<file path="config.mk">
export PLATFORM = sky130hd
export DESIGN_NAME = sad_resolve_pipe
export DESIGN_NICKNAME = d
export VERILOG_FILES = /design/src/rtl/fma_pkg.sv /design/src/rtl/lead_sign_count.sv /design/src/rtl/sad_resolve_pipe.sv
export SDC_FILE = /design/constraint.sdc
export NUM_CORES = 1
export LEC_CHECK = 0
export CORE_UTILIZATION = 40
export DETAILED_ROUTE_END_ITERATION = 8
export GPL_ROUTABILITY_DRIVEN = 1
export PLACE_DENSITY = 0.67
export SLEW_MARGIN = 20
export SYNTH_ARGS = -nofsm -noshare
export SYNTH_HDL_FRONTEND = slang
export SYNTH_HIERARCHICAL = 1
export SYNTH_SLANG_ARGS = --single-unit
</file>
<file path="constraint.sdc">
create_clock -name clk -period 26.4 [get_ports clk]
set_clock_uncertainty 0.05 [all_clocks]
set_input_delay 6.6 -clock clk [delete_from_list [all_inputs] [get_ports clk]]
set_output_delay 6.6 -clock clk [all_outputs]
set_load 0.02 [all_outputs]
</file>
<file path="src/rtl/fma_pkg.sv">
// fma_pkg: shared constants and helpers for the FMA significand datapath.
//   SIG_WIDTH : significand width without hidden bit
//   W         : width of the redundant sum/carry pair from the CSA tree
//   LO / HI   : low/high split of the carry-propagate add
//   LSC_W     : width of the redundant sign-bit count
//   lsc_of()  : redundant sign-bit count of a W-bit two's-complement value
package fma_pkg;

    localparam int SIG_WIDTH = 23;
    localparam int W         = 2 * (SIG_WIDTH + 1) + 3;
    localparam int LO        = 26;
    localparam int HI        = W - LO;
    localparam int LSC_W     = 6;

    // Counts bits below the sign bit that equal the sign bit, stopping at the
    // first one that differs. An all-zero or all-one vector gives W-1.
    function automatic logic [LSC_W-1:0] lsc_of(input logic [W-1:0] vec);
        logic [LSC_W-1:0] cnt;
        logic             stop;
        cnt  = '0;
        stop = 1'b0;
        for (int i = W - 2; i >= 0; i--) begin
            if (!stop) begin
                if (vec[i] == vec[W-1]) begin
                    cnt = cnt + LSC_W'(1);
                end else begin
                    stop = 1'b1;
                end
            end
        end
        return cnt;
    endfunction

endpackage

</file>
<file path="src/rtl/lead_sign_count.sv">
// lead_sign_count: combinational redundant sign-bit counter for the normaliser.
//   vec  in  W      two's-complement value
//   lsc  out LSC_W  consecutive bits below the MSB equal to the MSB
//   zero out 1      vec == 0
module lead_sign_count
    import fma_pkg::*;
(
    input  logic [W-1:0]     vec,
    output logic [LSC_W-1:0] lsc,
    output logic             zero
);

    always_comb begin
        lsc  = lsc_of(vec);
        zero = (vec == '0);
    end

endmodule

</file>
<file path="src/rtl/sad_resolve_pipe.sv">
// sad_resolve_pipe: two-stage carry-propagate resolution of the CSA sum/carry
// pair into a two's-complement result plus redundant sign-bit count.
//   clk, rst_n           clock, asynchronous active-low reset
//   in_valid / in_ready  upstream handshake for sum/carry
//   sum, carry           W-bit redundant pair (carry already aligned)
//   out_valid/out_ready  downstream handshake
//   result               (sum + carry) mod 2^W
//   lsc, zero            redundant sign-bit count and result == 0
module sad_resolve_pipe
    import fma_pkg::*;
(
    input  logic             clk,
    input  logic             rst_n,
    input  logic             in_valid,
    output logic             in_ready,
    input  logic [W-1:0]     sum,
    input  logic [W-1:0]     carry,
    output logic             out_valid,
    input  logic             out_ready,
    output logic [W-1:0]     result,
    output logic [LSC_W-1:0] lsc,
    output logic             zero
);

    logic          v1;
    logic          v2;
    logic [LO-1:0] lo_q;
    logic          c26_q;
    logic [HI-1:0] s_hi_q;
    logic [HI-1:0] c_hi_q;

    logic          advance1;
    logic          advance2;
    logic [LO:0]   lo_add;
    logic [HI-1:0] hi_add;
    logic [W-1:0]  res_d;
    logic [LSC_W-1:0] lsc_d;
    logic          zero_d;

    // Stage 2 can take stage 1's pair whenever its own slot is empty or is
    // being emptied this cycle; stage 1 frees up whenever it hands off.
    assign advance2 = v1 & (~v2 | out_ready);
    assign in_ready = ~v1 | advance2;
    assign advance1 = in_valid & in_ready;

    assign lo_add = {1'b0, sum[LO-1:0]} + {1'b0, carry[LO-1:0]};
    assign hi_add = s_hi_q + c_hi_q + HI'(c26_q);
    assign res_d  = {hi_add, lo_q};

    lead_sign_count u_lsc (
        .vec  (res_d),
        .lsc  (lsc_d),
        .zero (zero_d)
    );

    always_ff @(posedge clk or negedge rst_n) begin
        if (!rst_n) begin
            v1     <= 1'b0;
            lo_q   <= '0;
            c26_q  <= 1'b0;
            s_hi_q <= '0;
            c_hi_q <= '0;
        end else begin
            if (advance1) begin
                v1     <= 1'b1;
                lo_q   <= lo_add[LO-1:0];
                c26_q  <= lo_add[LO];
                s_hi_q <= sum[W-1:LO];
                c_hi_q <= carry[W-1:LO];
            end else if (advance2) begin
                v1 <= 1'b0;
            end
        end
    end

    always_ff @(posedge clk or negedge rst_n) begin
        if (!rst_n) begin
            v2     <= 1'b0;
            result <= '0;
            lsc    <= '0;
            zero   <= 1'b0;
        end else begin
            if (advance2) begin
                v2     <= 1'b1;
                result <= res_d;
                lsc    <= lsc_d;
                zero   <= zero_d;
            end else if (out_ready) begin
                v2 <= 1'b0;
            end
        end
    end

    assign out_valid = v2;

endmodule

</file>
==> reports/results.ini <==
[layout]
area_growth_syn_to_layout_pct = 22.3
drive_gt1_frac = 0.132
n_antenna_cell = 0
final_util = 0.496
nets = 2373
fill_cells = 3718
final_cell_count_no_fill = 2699

[power_and_ir_drop]
p_switching_uw = 941
vdd_drop_max_mv = 0.0487
powerDensity_nw_per_um2 = 101
swShare = 0.484
power_mw = 1.94
combPwrFrac = 0.712
power.internal_mw = 1.00
clockPowerShare = 0.123
leakage_nw = 8.07
pwr-share-seq = 0.165

[cts]
cts_root_buf = clkbuf_16
clockBufferDepth = 2
cts_tree = done
numCtsBuffers = 17
insertion_delay_ps = 420
cts_hold_buf = 0
clk_pin_slew_worst_paths_ps = 60
clock_sinks = 137
h-tree-depth = 4

[sta]
fin_crit_sh = 0.955
setup_viol = 0
hold_violations = 0
tightest_slew_ps = 1070
slew_viol_final = 0
fmaxAchievable_ghz = 0.0397
finalSetupTns_ps = 0
slew-limit-headroom = 0.290
post-route-min-period_ps = 25210

[min_path]
hold_class = reg -> reg

[route]
dr.max_layer_used = met4
via_per_inst = 5.61
vias = 15200
wl_met3_mm = 1.91
drtIter0Drc = 1101
dr.pass1.iters = 5
wl_per_cell_um = 16.6
routed_wl_mm = 44.9
wl_met2_mm = 20.3
ant_nets = 0
m1WireLength_mm = 22.2
drc_errors = 0

[synthesis]
synth-compound-area-share = 0.207
ys_warn_count = 6
synth_area_per_cell_um2 = 7.82
synth_enable_flop_cells = 0
synth-seq-cells = 137
ys_seq_area_frac = 0.219
synthSimpleGateAreaFrac = 0.251
synthArstFlopShare = 1.00
ys_types = 99
yosys_most_used_dff = dfrtp_1
syn_area_um2 = 15700
synth_mux_area_frac = 0.0675
synth_top_family_by_area = simple AND/OR/NAND/NOR gates
syn_nets = 2210
synthAdderAreaFrac = 0.0811
syn_inst = 2005
synthXorXnorAreaFrac = 0.138

[global_routing]
grt_usage = 0.218
antenna_found_initial = 0
first_global_vias = 13800
grt_max_degree = 105
grt_pass1_wl_mm = 71.3
overflow = 0

[floorplanning]
dieArea_um2 = 40000
die_w_um = 200
start_util = 0.406
core_um2 = 38600
row_count = 72
dieHeight_um = 200
io_pins = 166

[job]
max-cap-violations = 0

[setup_path]
arrival_ps = 25460
crit_type = reg -> reg
critical_path_buf_inv_count = 3
crit_required_ps = 26660
crit_fanout = 5
critPathMaxStageDelay_ps = 480
end_kind = register
startpoint_type = register
r2r_slack_ps = 1190
cpMostUsedCell = ha_1
critical-path-slowest-cell = or4b_4
critical-path-top-delay-family = compound AO/OA/AOI/OAI gates

[placement]
dpl.cell_count = 2629
io_buffers = 165
post-dp-hpwl_mm = 34.6
gpl.final_weighted_congestion = 0.929

[outcome]
status = finished, final reports clean

[synthesized netlist by cell type (5+ instances only)]
master     instances  area share
nand2_1          357       0.085
nor2_1           154       0.037
dfrtp_1          137        0.22
a21oi_1          122       0.039
xnor2_1          102       0.057
o21ai_0           99       0.032
ha_1              96       0.077
xor2_1            72       0.040
mux2_2            67       0.048
clkbuf_1          61       0.015
inv_1             60       0.014
nand3_1           54       0.017
nor3_1            46       0.015
a21o_1            31       0.015
nand2b_1          31       0.012
mux2i_1           29       0.019
and2_1            23      0.0092
and3_1            23      0.0092
nand4_1           21      0.0084
o211ai_1          21       0.010
nor4_1            19      0.0076
a211oi_1          18      0.0086
nor2b_1           18      0.0072
or3_1             18      0.0072
o31ai_1           16      0.0077
a31oi_1           15      0.0060
o21a_1            14      0.0067
o22ai_1           14      0.0056
xnor3_1           14       0.020
a211o_1           13      0.0073
a21boi_0          13      0.0062
buf_2             13      0.0041
buf_1             12      0.0029
nand3b_1          12      0.0057
nor3b_1           12      0.0057
or4_1             12      0.0057
o21bai_1          11      0.0053
or2_2             11      0.0044
a221oi_1           8      0.0045
o21ai_1            8      0.0026
a2111oi_0          7      0.0039
a22oi_1            5      0.0024
a311oi_1           5      0.0028
nand4b_1           5      0.0028
[worst paths after layout]
| kind | startpoint | to | cells past startpoint |
|---|---|---|---|
| max | c_hi_q[0]$_DFFE_PN0P_ | lsc[5]$_DFFE_PN0P_ | 133 |
| max in group asynchronous | rst_n | s_hi_q[5]$_DFFE_PN0P_ | 2 |
| max reg2reg | c_hi_q[0]$_DFFE_PN0P_ | lsc[5]$_DFFE_PN0P_ | 133 |
| min in group asynchronous | rst_n | s_hi_q[15]$_DFFE_PN0P_ | 1 |
| min reg2reg | c_hi_q[15]$_DFFE_PN0P_ | c_hi_q[15]$_DFFE_PN0P_ | 2 |
| min | c_hi_q[15]$_DFFE_PN0P_ | c_hi_q[15]$_DFFE_PN0P_ | 2 |
[power groups by stage]
stage | combinational (mW) | sequential (mW) | clock [mW]
floorplan | 0.843 | 0.340 | 0
global placement | 1.18 | 0.322 | 0
detailed placement | 1.21 | 0.324 | 0
CTS | 1.23 | 0.321 | 0.243
global route | 1.52 | 0.328 | 0.252
finish | 1.38 | 0.321 | 0.238
[per-stage QoR]
step                cell area, um^2  worst slack [ps]  hold WS (ps)
floorplan                     15700              1500           400
finish                        19200              1190           430
global route                  19200              -225           456
CTS                           18600              56.5           433
global placement              17900               498           414
detailed placement            17900              -747           418
[cell families (layout without fill, tap and decap cells)]
logic type / count (synthesis) / in the layout
fa+ha+maj: 100 / 100
xor+xnor: 202 / 202
simple gates: 834 / 835
buf+inv: 150 / 325
mux: 97 / 97
compound gates: 485 / 485
flops: 137 / 137
[state kept, by name, indices dropped and copies added, names as in the netlist]
signal     flops
lsc            6
v1             1
zero           1
lo_q          26
s_hi_q        25
result        51
c_hi_q        25
out_valid      1
c26_q          1
[timing repair]
item / in CTS / in global routing
gates resized for setup: 17 / 87
buffers inserted: 6 / 31
pin swaps: 6 / 69
gates cloned: 0 / 1
setup endpoints to repair: 5 / 5
[area by class of cell]
type / count / area [um^2] / share of cell area
timing repair buffer: 232 / 2160 / 0.113
multi-input combinational: 1719 / 12100 / 0.632
clock buffer: 20 / 447 / 0.0233
inverter: 61 / 229 / 0.0119
tap: 518 / 648 / 0.0338
clock inverter: 12 / 140 / 0.00730
sequential: 137 / 3430 / 0.179
[worst min-delay path: stages (launching register included)]
cell	delay (ps)
dfrtp_1	340
nand2_1	50
nand2_1	60
[routing by layer]
| layer | up-vias | track usage |
|---|---|---|
| li1 | 7546 | - |
| met2 | 387 | 0.344 |
| met4 | 0 | 0.0503 |
| met3 | 24 | 0.0205 |
| met1 | 7196 | 0.321 |
| met5 | - | 0 |
[layout by cell type, fill, tap and decap left out, types with 15 or more instances in the layout]
cell type / instances
mux2i_1: 28
xnor2_1: 98
clkbuf_16: 17
inv_1: 60
nand4_1: 21
o21ai_0: 82
nand2b_1: 30
dfrtp_1: 137
a31oi_1: 15
xor2_1: 71
clkdlybuf4s50_1: 164
nor2b_1: 18
nand2_1: 346
o211ai_1: 21
ha_1: 87
buf_4: 65
nand3_1: 52
mux2_2: 66
nor4_1: 19
and2_1: 21
a211oi_1: 16
a21o_1: 31
and3_1: 20
a21oi_1: 112
nor2_1: 151
or3_1: 17
nor3_1: 46
o21ai_1: 18
Note: power is estimated with default switching activity, not from simulation.
